[src/rtl/imem_boot_loader_if.sv]
// Word-stream handshake feeding the instruction-memory boot loader.
// The master drives s_valid/s_data; the slave (loader) returns s_ready.
interface imem_boot_loader_if #(parameter int W = 32);
  logic         s_valid;
  logic [W-1:0] s_data;
  logic         s_ready;

  modport master (output s_valid, output s_data, input  s_ready);
  modport slave  (input  s_valid, input  s_data, output s_ready);
endinterface

[src/rtl/imem_boot_loader.sv]
// Streams a boot image (base addr, word count, data words) into the instruction
// RAM write port while holding the core. Optional checksum word: IMEM_LOADER_CKSUM_EN.
module imem_boot_loader #(
  parameter int W     = 32,
  parameter int DEPTH = 2048
) (
  input  logic                 clk,
  input  logic                 rst_n,
  imem_boot_loader_if.slave    s,
  input  logic                 reload,
  output logic                 is_write,
  output logic [W-1:0]         im_addr,
  output logic [W-1:0]         im_inst,
  output logic                 core_hold,
  output logic                 load_done,
  output logic                 load_err,
  output logic [W-1:0]         words_written
);

  localparam logic [W-1:0] DEPTH_W = W'(DEPTH);
  localparam logic [W:0]   DEPTH_X = (W+1)'(DEPTH);

  typedef enum logic [2:0] {
    HDR_ADDR, HDR_CNT, LOAD, DONE, ERROR
`ifdef IMEM_LOADER_CKSUM_EN
    , CKSUM
`endif
  } state_t;

  state_t       state;
  logic [W-3:0] base_w;      // base word index; the byte offset is known to be zero
  logic [W-1:0] next_addr;
  logic [W-1:0] words_left;
  logic [W:0]   span;
`ifdef IMEM_LOADER_CKSUM_EN
  logic [W-1:0] cks;
`endif

  // One bit wider than the operands so a huge count cannot wrap past the check.
  assign span = (W+1)'(base_w) + (W+1)'(s.s_data);

  always_comb begin
    s.s_ready = (state == HDR_ADDR) || (state == HDR_CNT) || (state == LOAD);
`ifdef IMEM_LOADER_CKSUM_EN
    if (state == CKSUM) s.s_ready = 1'b1;
`endif
  end

  always_ff @(posedge clk or negedge rst_n) begin
    if (!rst_n) begin
      state         <= HDR_ADDR;
      is_write      <= 1'b0;
      im_addr       <= '0;
      im_inst       <= '0;
      core_hold     <= 1'b1;
      load_done     <= 1'b0;
      load_err      <= 1'b0;
      words_written <= '0;
      base_w        <= '0;
      next_addr     <= '0;
      words_left    <= '0;
`ifdef IMEM_LOADER_CKSUM_EN
      cks           <= '0;
`endif
    end else begin
      is_write  <= 1'b0;
      load_done <= 1'b0;
      case (state)
        HDR_ADDR: begin
`ifdef IMEM_LOADER_CKSUM_EN
          cks <= '0;
`endif
          if (s.s_valid) begin
            base_w <= s.s_data[W-1:2];
            if (s.s_data[1:0] != 2'b00 || (s.s_data >> 2) >= DEPTH_W) begin
              state    <= ERROR;
              load_err <= 1'b1;
            end else begin
              state <= HDR_CNT;
            end
          end
        end
        HDR_CNT: if (s.s_valid) begin
          if (s.s_data == '0) begin
            state     <= DONE;
            load_done <= 1'b1;
          end else if (span > DEPTH_X) begin
            state    <= ERROR;
            load_err <= 1'b1;
          end else begin
            state      <= LOAD;
            words_left <= s.s_data;
            next_addr  <= {base_w, 2'b00};
          end
        end
        LOAD: if (s.s_valid) begin
          is_write      <= 1'b1;
          im_addr       <= next_addr;
          im_inst       <= s.s_data;
          next_addr     <= next_addr + W'(4);
          words_left    <= words_left - W'(1);
          words_written <= words_written + W'(1);
`ifdef IMEM_LOADER_CKSUM_EN
          cks <= cks ^ s.s_data;
          if (words_left == W'(1)) state <= CKSUM;
`else
          if (words_left == W'(1)) begin
            state     <= DONE;
            load_done <= 1'b1;
          end
`endif
        end
`ifdef IMEM_LOADER_CKSUM_EN
        CKSUM: if (s.s_valid) begin
          if (s.s_data == cks) begin
            state     <= DONE;
            load_done <= 1'b1;
          end else begin
            state    <= ERROR;
            load_err <= 1'b1;
          end
        end
`endif
        DONE: begin
          // Hold drops one cycle after entry, so it never overlaps the final write.
          if (reload) begin
            state         <= HDR_ADDR;
            core_hold     <= 1'b1;
            words_written <= '0;
          end else begin
            core_hold <= 1'b0;
          end
        end
        ERROR: if (reload) begin
          state         <= HDR_ADDR;
          load_err      <= 1'b0;
          words_written <= '0;
        end
        default: state <= HDR_ADDR;
      endcase
    end
  end

endmodule
[src/flat_wrapper.sv]
// flat-port wrapper written by rule: the top's interface ports become plain ports
module imem_boot_loader_flat 
#(
  parameter int W     = 32,
  parameter int DEPTH = 2048
)
  (clk, rst_n, reload, is_write, im_addr, im_inst, core_hold, load_done, load_err, words_written, s_s_valid, s_s_data, s_s_ready);
  imem_boot_loader_if #(.W(W)) s_i ();
  input  logic clk;
  input  logic rst_n;
  input  logic reload;
  output logic is_write;
  output logic [W-1:0] im_addr;
  output logic [W-1:0] im_inst;
  output logic core_hold;
  output logic load_done;
  output logic load_err;
  output logic [W-1:0] words_written;
  input wire logic [$bits(s_i.s_valid)-1:0] s_s_valid;
  input wire logic [$bits(s_i.s_data)-1:0] s_s_data;
  output wire logic [$bits(s_i.s_ready)-1:0] s_s_ready;
  assign s_i.s_valid = s_s_valid;
  assign s_i.s_data = s_s_data;
  assign s_s_ready = s_i.s_ready;
  imem_boot_loader #(.W(W), .DEPTH(DEPTH)) u_core (.clk(clk), .rst_n(rst_n), .s(s_i), .reload(reload), .is_write(is_write), .im_addr(im_addr), .im_inst(im_inst), .core_hold(core_hold), .load_done(load_done), .load_err(load_err), .words_written(words_written));
endmodule
[config.mk]
export PLATFORM = sky130hd
export DESIGN_NAME = imem_boot_loader_flat
export DESIGN_NICKNAME = d
export VERILOG_FILES = /design/src/rtl/imem_boot_loader_if.sv /design/src/rtl/imem_boot_loader.sv /design/src/flat_wrapper.sv
export SDC_FILE = /design/constraint.sdc
export NUM_CORES = 1
export LEC_CHECK = 0
export CAP_MARGIN = 20
export CORE_ASPECT_RATIO = 0.75
export CORE_UTILIZATION = 50
export DETAILED_ROUTE_END_ITERATION = 8
export GPL_TIMING_DRIVEN = 0
export MAX_ROUTING_LAYER = met4
export PLACE_DENSITY = 0.73
export SLEW_MARGIN = 20
export SYNTH_ARGS = -nofsm -noshare
export SYNTH_HDL_FRONTEND = slang
export SYNTH_SLANG_ARGS = --single-unit
[constraint.sdc]
create_clock -name clk -period 4.6 [get_ports clk]
set_input_delay 1.38 -clock clk [delete_from_list [all_inputs] [get_ports clk]]
set_output_delay 1.38 -clock clk [all_outputs]
set_load 0.02 [all_outputs]
==> summary.md, run 1 <==
| Metric | Value |
|---|---|
| Status | `complete, no violations` |
| Ports | `137` |
| Die Span Y | `133.1 um` |
| Initial antenna violation count | `2` |
| DR iter-0 viols | `1559` |
| Clock latency on the worst-skew pair | `0.45 ns` |
| Worst Hold Margin | `0.4800 ns` |
| Initial core utilization | `around 50%` |
| Clock transition at the registers of the reported paths | `0.08 ns` |
| WL final | `approximately 40 mm` |
| Deepest clock path buffer count | `2` |
| Standby leakage power | `6.350 nW` |
| DRC | `0` |
| Width of the chip | `176.8 um` |
| Floorplan row count | `47` |
| Area added between synthesis and finish | `26.07%` |
| Largest net degree at the start of global routing | `76` |
| Vias/cell | `6.406` |
| Shortest period the worst path allows | `4.543 ns` |
| Layout filler cell count | `1911` |
| Sequential share of the synthesized area | `42.15%` |
| Total setup violations reported at the end of the flow | `0` |
| Core Area | `22290 um2` |
| Count of maximum capacitance violations | `0` |
| Reg area | `4831 um2` |
| Share of post-route cells with drive strength above 1 | `13.92%` |
| Tcrit/Tclk final | `between 90% and 100%` |
| Data required time of the critical path | `4.94 ns` |
| Critical path, cell by cell | `buf_2, ha_4, o211ai_1, o211a_1, or4b_4, a31oi_1, xor2_1, a21o_1, a2111oi_4, nand4_1, and2_1, clkbuf_1, buf_4, a211o_1` |
| Overall overflow remaining after global route | `0` |
| Asr flop ratio synth | `100.0%` |
| Total negative setup slack | `0 ns` |
| Util after Layout | `64.83%` |
| Minimum setup slack in the final design | `approximately 0.057 ns` |
| Worst Path Buf+Inv | `3` |
| Unique cell type count in the Yosys netlist | `77` |
| Synthesis Warnings | `0` |
| Detailed-routing iteration count for the pre-antenna-repair pass | `6` |
| Placed wire-length estimate | `29.02 mm` |
| Cell family with most CP delay | `compound AO/OA/AOI/OAI gates` |
| Crit path DAT | `4.88 ns` |
| Wire length of the first global-routing pass | `61.93 mm` |
| Worst Setup End Kind | `flop` |
| Multi-input logic area | `6828 um2` |
| Max Clk Rate | `0.2201 GHz` |
| Antenna-violating nets left | `0` |
| CTS tree | `done` |
| Slew Viols, Final | `0` |
| Largest voltage drop on the vdd net | `roughly 0.00017 V` |
| Root Buffer Master | `sky130_fd_sc_hd__clkbuf_16` |
| Number of hold violations in the final report | `0` |
| Path type of the worst min-delay path | `flop to flop` |
| Gate count after technology mapping | `around 1400` |
| Setup crit start kind | `primary input` |
| Post-synth EDFFs | `0` |
| Count of nets after finishing | `1581` |
| Post-synthesis area per instance | `8.465 um2` |
| Final weighted congestion of routability-driven global placement | `0.9771` |
| Count of H-tree levels built during CTS | `4` |
| Type of the setup path with the least slack | `primary input to flop` |
| Cts-stage hold buffer count | `0` |
| Overall power | `4.595 mW` |
| Most frequent standard cell in the layout excluding fill and tap cells | `sky130_fd_sc_hd__nand2_1` |
| Commonest cells after routing, fill and taps aside | `245 x sky130_fd_sc_hd__nand2_1, 192 x sky130_fd_sc_hd__dfrtp_1, 127 x sky130_fd_sc_hd__nor2_1, 104 x sky130_fd_sc_hd__a21oi_1, 102 x sky130_fd_sc_hd__clkdlybuf4s50_1` |
| Largest driver fanout on the critical path | `10` |
| Wire length per cell after detailed routing | `22.02 um` |
| Number of global-route vias before repair | `10809` |
| Post-synthesis register bit count | `193` |
| Critical path's largest stage delay | `0.57 ns` |
| Total of buffers placed on input and output ports | `roughly 130` |
| Placement Setup Slack | `-2.109 ns` |
| Slew at the pin closest to its max-slew limit | `around 0.98 ns` |
| Post-synth top flop | `sky130_fd_sc_hd__dfrtp_1` |
| Master of the slowest instance on the critical path | `sky130_fd_sc_hd__or4b_4` |
| Synthesized cell area | `~11000 um2` |
| Clk_skew | `0.01240 ns` |
| GR Util All Layers | `between 30% and 40%` |
| Power Density | `roughly 320 nW/um2` |
| Clock buffer count from CTS | `17` |
| Area of the die | `approximately 24000 um2` |
| Vias post-DR | `11646` |
| Number of sinks driven by the clock tree | `193` |
| Unrepaired setup endpoints after global routing | `false` |
| Remaining max-slew budget at the tightest pin | `34.27%` |
[cell usage after synthesis, types with 3 or more instances]
library cell                number  area share [%]
sky130_fd_sc_hd__a21o_1          9            0.59
sky130_fd_sc_hd__o211a_1         5            0.44
sky130_fd_sc_hd__nand2_1       248             8.1
sky130_fd_sc_hd__mux2_2         34             3.3
sky130_fd_sc_hd__dfrtp_1       192              42
sky130_fd_sc_hd__nor2b_1         3            0.16
sky130_fd_sc_hd__xor2_1         28             2.1
sky130_fd_sc_hd__a2111oi_0       4            0.31
sky130_fd_sc_hd__a211o_1         4            0.31
sky130_fd_sc_hd__a211oi_1        9            0.59
sky130_fd_sc_hd__buf_2           4            0.17
sky130_fd_sc_hd__nand4_1        22             1.2
sky130_fd_sc_hd__nor2_1        130             4.3
sky130_fd_sc_hd__buf_1           4            0.13
sky130_fd_sc_hd__o31ai_1        14            0.92
sky130_fd_sc_hd__and3_1         24             1.3
sky130_fd_sc_hd__xnor2_1        10            0.76
sky130_fd_sc_hd__and4_1          3            0.23
sky130_fd_sc_hd__ha_1           34             3.7
sky130_fd_sc_hd__or3_1          11            0.60
sky130_fd_sc_hd__and2_1          4            0.22
sky130_fd_sc_hd__inv_1          32             1.0
sky130_fd_sc_hd__o41ai_1         4            0.31
sky130_fd_sc_hd__nand3_1        45             2.0
sky130_fd_sc_hd__a21oi_1       112             4.9
sky130_fd_sc_hd__nor4_1         14            0.76
sky130_fd_sc_hd__o21ai_0        59             2.6
sky130_fd_sc_hd__mux2i_1         6            0.52
sky130_fd_sc_hd__o32a_1          3            0.26
sky130_fd_sc_hd__nor4b_1         3            0.23
sky130_fd_sc_hd__o22a_1         27             2.1
sky130_fd_sc_hd__nor3b_1         4            0.26
sky130_fd_sc_hd__o21bai_1        3            0.20
sky130_fd_sc_hd__o211ai_1       17             1.1
sky130_fd_sc_hd__a31oi_1        36             2.0
sky130_fd_sc_hd__nor3_1         35             1.5
sky130_fd_sc_hd__o21a_1         10            0.66
sky130_fd_sc_hd__o2bb2a_1        6            0.52
sky130_fd_sc_hd__a22oi_1        10            0.66
sky130_fd_sc_hd__o22ai_1        11            0.60
sky130_fd_sc_hd__clkbuf_1       69             2.3
sky130_fd_sc_hd__a41oi_1         4            0.31
sky130_fd_sc_hd__nand2b_1        5            0.27
[per-layer routing]
layer | vias to the layer above | track usage (%) | share of wire (%)
li1 | 5192 | - | -
met1 | 5643 | 52.88 | 45
met2 | 716 | 45.47 | 40
met3 | 95 | 9.960 | 12
met4 | 0 | 10.49 | 2.6
met5 | - | - | 0
[report_power, final]
| group | leakage [nW] | internal [mW] | total (mW) | switching, mW |
|---|---|---|---|---|
| Sequential | 2.53 | 1.75 | 1.84 | 0.0946 |
| Combinational | 3.56 | 0.540 | 1.28 | 0.739 |
| Clock | 0.266 | 0.729 | 1.47 | 0.745 |
[repair_timing]
action	in CTS	in global routing
setup endpoints to repair	65	62
setup buffers	6	9
gates cloned	0	0
pin swaps	13	27
gates resized for setup	168	65
[registers in the layout, indices dropped and copies added, names as in the netlist, 3 cells and up]
name / flops
u_core.im_inst: 32
u_core.words_left: 32
u_core.next_addr: 30
u_core.base_w: 30
u_core.im_addr: 30
u_core.state: 3
u_core.words_written: 32
[final cells by class]
class / instances / share of cell area [%]
Clock inverter: 13 / 0.8746
Sequential cell: 193 / 33.43
Multi-Input combinational cell: 1049 / 47.25
Clock buffer: 19 / 3.065
Tap cell: 294 / 2.546
Buffer: 66 / 2.000
Timing Repair Buffer: 150 / 9.950
Antenna cell: 1 / 0.01732
Inverter: 33 / 0.8573
[stage by stage]
stage | cells | area [um2]
detailed placement | 1784 | 13220
global placement | 1782 | 13160
floorplan | 1355 | 11460
global route | 1818 | 14450
CTS | 1808 | 14260
finish | 1818 | 14450
[final timing paths]
kind / slack [ns] / endpoint / cells past startpoint / startpoint
max: 0.06 / u_core.words_left[3]$_DFFE_PN0P_ / 14 / s_s_data[4]
min: 0.48 / u_core.im_inst[8]$_DFFE_PN0P_ / 2 / u_core.im_inst[8]$_DFFE_PN0P_
max reg2reg: 0.51 / u_core.words_written[25]$_DFFE_PN0P_ / 12 / u_core.state[2]$_DFFE_PN0P_
min reg2reg: 0.48 / u_core.im_inst[8]$_DFFE_PN0P_ / 2 / u_core.im_inst[8]$_DFFE_PN0P_
max in group asynchronous: 2.72 / u_core.words_left[20]$_DFFE_PN0P_ / 3 / rst_n
min in group asynchronous: 0.82 / u_core.load_err$_DFFE_PN0P_ / 1 / rst_n
[cells by family after synthesis]
logic type | after synthesis | synth area share [%]
AO/OA/AOI/OAI | 366 | 20.75
XOR/XNOR | 38 | 2.904
adder cells (fa/ha/maj) | 35 | 3.886
buffers and inverters | 113 | 3.821
flip-flops | 193 | 42.15
multiplexers | 40 | 3.865
other | 1 | 0.03272
AND/OR/NAND/NOR | 568 | 22.59
[worst reg2reg max path, stage by stage, from the launching register on]
cell,delay (ns)
sky130_fd_sc_hd__dfrtp_1,0.36
sky130_fd_sc_hd__clkbuf_1,0.21
sky130_fd_sc_hd__nor3b_1,0.29
sky130_fd_sc_hd__clkbuf_1,0.39
sky130_fd_sc_hd__nand2_1,0.28
sky130_fd_sc_hd__clkinv_1,0.33
sky130_fd_sc_hd__or2_2,0.22
sky130_fd_sc_hd__nand4_1,0.29
sky130_fd_sc_hd__or3_1,0.50
sky130_fd_sc_hd__nor3_1,0.67
sky130_fd_sc_hd__nand3_1,0.19
sky130_fd_sc_hd__xor2_1,0.17
sky130_fd_sc_hd__nor2_1,0.06
Power figures use the tool's default switching activity.
==> inputs of run 2 (changes only) <==
--- a/config.mk
+++ b/config.mk
@@ -5,13 +5,14 @@
 export SDC_FILE = /design/constraint.sdc
 export NUM_CORES = 1
 export LEC_CHECK = 0
+export ABC_AREA = 1
 export CAP_MARGIN = 20
 export CORE_ASPECT_RATIO = 0.75
 export CORE_UTILIZATION = 50
 export DETAILED_ROUTE_END_ITERATION = 8
 export GPL_TIMING_DRIVEN = 0
 export MAX_ROUTING_LAYER = met4
-export PLACE_DENSITY = 0.73
+export PLACE_DENSITY = 0.72
 export SLEW_MARGIN = 20
 export SYNTH_ARGS = -nofsm -noshare
 export SYNTH_HDL_FRONTEND = slang
==> summary.md, run 2 <==
| Metric | Value |
|---|---|
| Most common cell in the synthesized netlist | `sky130_fd_sc_hd__nand2_1` |
| Clock latency on the worst-skew pair | `0.45 ns` |
| Number of antenna cells inserted | `0` |
| Commonest cells after routing, fill and taps aside | `612 x sky130_fd_sc_hd__nand2_1, 211 x sky130_fd_sc_hd__inv_1, 192 x sky130_fd_sc_hd__dfrtp_1, 161 x sky130_fd_sc_hd__o21ai_0, 153 x sky130_fd_sc_hd__nor2_1` |
| DR iter-0 viols | `1418` |
| R2r startpoint | `u_core.base_w[26]$_DFFE_PN0P_` |
| Compound-Gate Fraction of Synth Area | `10.69%` |
| Largest net degree at the start of global routing | `79` |
| Clock buffer count from CTS | `17` |
| Type of the setup path with the least slack | `primary input to flop` |
| Max Clk Rate | `0.2206 GHz` |
| Unrepaired setup endpoints after global routing | `false` |
| Worst Setup End Kind | `flop` |
| Cell family with most CP delay | `simple AND/OR/NAND/NOR gates` |
| Total of buffers placed on input and output ports | `134` |
| Count of nets after finishing | `2066` |
| Minimum setup slack in the final design | `0.06777 ns` |
| Largest registers in the final layout | `u_core.im_inst (32), u_core.words_left (32), u_core.words_written (32)` |
| Slew Viols, Final | `0` |
| Crit path DAT | `4.87 ns` |
| Capturing point of the worst reg2reg path | `u_core.words_left[16]$_DFFE_PN0P_` |
| GR Util All Layers | `about a third` |
| Path type of the worst min-delay path | `flop to flop` |
| Deepest clock path buffer count | `2` |
| Area fraction of the dominant cell type after synthesis | `38.16%` |
| Placement Setup Slack | `-0.6096 ns` |
| Hold path cells | `2` |
| Synthesized-area fraction occupied by and/or/nand/nor cells | `about a third` |
| Gate count after technology mapping | `1838` |
| Critical path's largest stage delay | `0.68 ns` |
| R2R cell count | `15` |
| Antenna-violating nets left | `0` |
| Largest driver fanout on the critical path | `10` |
| Count of maximum capacitance violations | `0` |
| Largest cells by area after synthesis | `sky130_fd_sc_hd__dfrtp_1 38%, sky130_fd_sc_hd__nand2_1 18%, sky130_fd_sc_hd__o21ai_0 6.4%` |
| WL final | `roughly 43 mm` |
| Post-synthesis register bit count | `193` |
| Wire length of the first global-routing pass | `67.08 mm` |
| Total setup violations reported at the end of the flow | `0` |
| Placed wire-length estimate | `33.77 mm` |
| Area of the die | `approximately 26000 um2` |
| Floorplan row count | `49` |
| Unique cell type count in the Yosys netlist | `47` |
| Overall overflow remaining after global route | `0` |
| Slew at the pin closest to its max-slew limit | `0.9987 ns` |
| Arithmetic-cell share of the synthesized area counting full adders, half adders and majority gates | `3.537%` |
| Critical path, cell by cell | `clkdlybuf4s50_1, ha_1, nand2_1, nor4_1, nand3_1, nand3_1, nand2_1, nor2_1, nand2_1, nor2_1, nand3_1, nand2_4, nand2_4, buf_6, nand2_1, nand2_1` |
| Most frequent standard cell in the layout excluding fill and tap cells | `sky130_fd_sc_hd__nand2_1` |
| Largest voltage drop on the vdd net | `0.0004280 V` |
| Vias post-DR | `roughly 13000` |
| CTS tree | `done` |
| Sequential share of the synthesized area | `38.36%` |
| Number of sinks driven by the clock tree | `about 190` |
| Tcrit/Tclk final | `a little over nine tenths` |
| Vias/cell | `5.614` |
| Post-synth EDFFs | `0` |
| Final weighted congestion of routability-driven global placement | `1.033` |
| Worst-case register-to-register setup slack | `0.98 ns` |
| Cts-stage hold buffer count | `0` |
| Data required time of the critical path | `~5 ns` |
| Setup crit start kind | `primary input` |
| Xor and xnor area share after synthesis | `between 3 and 4%` |
| Remaining max-slew budget at the tightest pin | `between 30% and 40%` |
| Worst Path Buf+Inv | `2` |
| Wire length per cell after detailed routing | `18.22 um` |
| Ports | `137` |
| Area added between synthesis and finish | `19.24%` |
| Root Buffer Master | `sky130_fd_sc_hd__clkbuf_16` |
| Status | `complete, no violations` |
| Number of hold violations in the final report | `0` |
| Initial core utilization | `approximately 52%` |
| DRC | `0` |
| Shortest period the worst path allows | `between 4 and 5 ns` |
| Cell type with the highest aggregate area in the netlist | `sky130_fd_sc_hd__dfrtp_1` |
| Count of H-tree levels built during CTS | `4` |
| Post-synthesis area per instance | `6.851 um2` |
| Die Span Y | `139.4 um` |
| Width of the chip | `185.2 um` |
| Dominant combinational cell family by area after synthesis | `simple AND/OR/NAND/NOR gates` |
| Master of the slowest instance on the critical path | `sky130_fd_sc_hd__nor4_1` |
| Clk_skew | `0.01497 ns` |
| End point of the worst hold path | `u_core.im_addr[25]$_DFFE_PN0P_` |
| Power Density | `437.7 nW/um2` |
| Most numerous cell types in the synthesized netlist | `613 x sky130_fd_sc_hd__nand2_1, 211 x sky130_fd_sc_hd__inv_1, 192 x sky130_fd_sc_hd__dfrtp_1` |
| Synthesis Warnings | `0` |
| Share of post-route cells with drive strength above 1 | `under 10%` |
| Min-delay src | `u_core.im_addr[25]$_DFFE_PN0P_` |
| Multiplexer area fraction after synthesis | `0%` |
| Standby leakage power | `7.040 nW` |
| Crit path top cell by count | `sky130_fd_sc_hd__nand2_1` |
| Number of global-route vias before repair | `11784` |
| Initial antenna violation count | `0` |
| Synthesized cell area | `12590 um2` |
| Core Area | `24340 um2` |
| Overall power | `around 6.6 mW` |
| Clock transition at the registers of the reported paths | `0.07 ns` |
| Asr flop ratio synth | `100.0%` |
| Post-synth top flop | `sky130_fd_sc_hd__dfrtp_1` |
| Detailed-routing iteration count for the pre-antenna-repair pass | `5` |
## run 2: what timing repair did
action / 4_1_cts / 5_1_grt
buffers inserted: 0 / 1
cloned: 0 / 0
setup endpoints to repair: 60 / 62
pin swaps: 0 / 0
gates resized for setup: 3 / 9
## run 2: final cells by class
cell class	count	area, um2
fill	2301	9325
sequential	193	4831
tap	331	414.1
multi-input combinational	1371	6695
clock buffer	17	425.4
clock inverter	15	128.9
timing repair buffer	137	1409
buffer	57	292.8
inverter	218	818.3
## run 2: cell families (layout without fill, tap and decap cells)
kind of cell | count (synthesis) | in the layout
AOI/OAI and AO/OA | 251 | 251
xor gates and xnor gates | 51 | 51
adders and majority gates | 35 | 35
buffers and inverters | 275 | 444
DFF | 193 | 193
other | 1 | 2
and+or+nand+nor | 1032 | 1032
## run 2: power by group
group          total, mW  internal [mW]  switching (mW)
combinational       2.85           1.00            1.85
clock               1.43          0.707           0.722
sequential          2.29           1.94           0.350
total               6.57           3.65            2.92
## run 2: worst min-delay path: cells and delay by family, from the launching register on
family / cells / cell delay, ns
flip-flops: 1 / 0.34
AND/OR/NAND/NOR: 2 / 0.09
## run 2: worst max path at each step
stage | start | endpoint | depth (start not counted)
finish | s_s_data[27] | u_core.words_left[16]$_DFFE_PN0P_ | 16
floorplan | s_s_data[0] | u_core.words_left[3]$_DFFE_PN0P_ | 19
global placement | rst_n | u_core.words_written[12]$_DFFE_PN0P_ | 1
global route | s_s_data[8] | u_core.words_left[29]$_DFFE_PN0P_ | 21
CTS | s_s_data[2] | u_core.words_left[16]$_DFFE_PN0P_ | 20
detailed placement | s_s_data[0] | u_core.next_addr[8]$_DFFE_PN0P_ | 20
## run 2: routing by layer
| metal | track usage [%] | part of all wire (%) | vias to the layer above |
|---|---|---|---|
| met4 | 10.74 | 2.5 | 0 |
| li1 | - | - | 6266 |
| met5 | - | 0 | - |
| met3 | 10.23 | 11 | 69 |
| met1 | 51.74 | 47 | 6194 |
| met2 | 45.54 | 39 | 601 |
## run 2: metrics by stage
| step | instances | hold WS, ns | setup TNS, ns | util, % | instance area (um2) |
|---|---|---|---|---|---|
| after floorplan | 1839 | 0.4419 | 0 | - | 12600 |
| after global placement | 2304 | 0.4542 | -1197.05 | 58.96 | 14350 |
| after detailed placement | 2306 | 0.4576 | -36.74 | 59.21 | 14410 |
| after CTS | 2338 | 0.4754 | 0 | 61.50 | 14970 |
| after global routing | 2339 | 0.4935 | 0 | 61.69 | 15010 |
| final | 2339 | 0.4684 | 0 | 61.69 | 15010 |
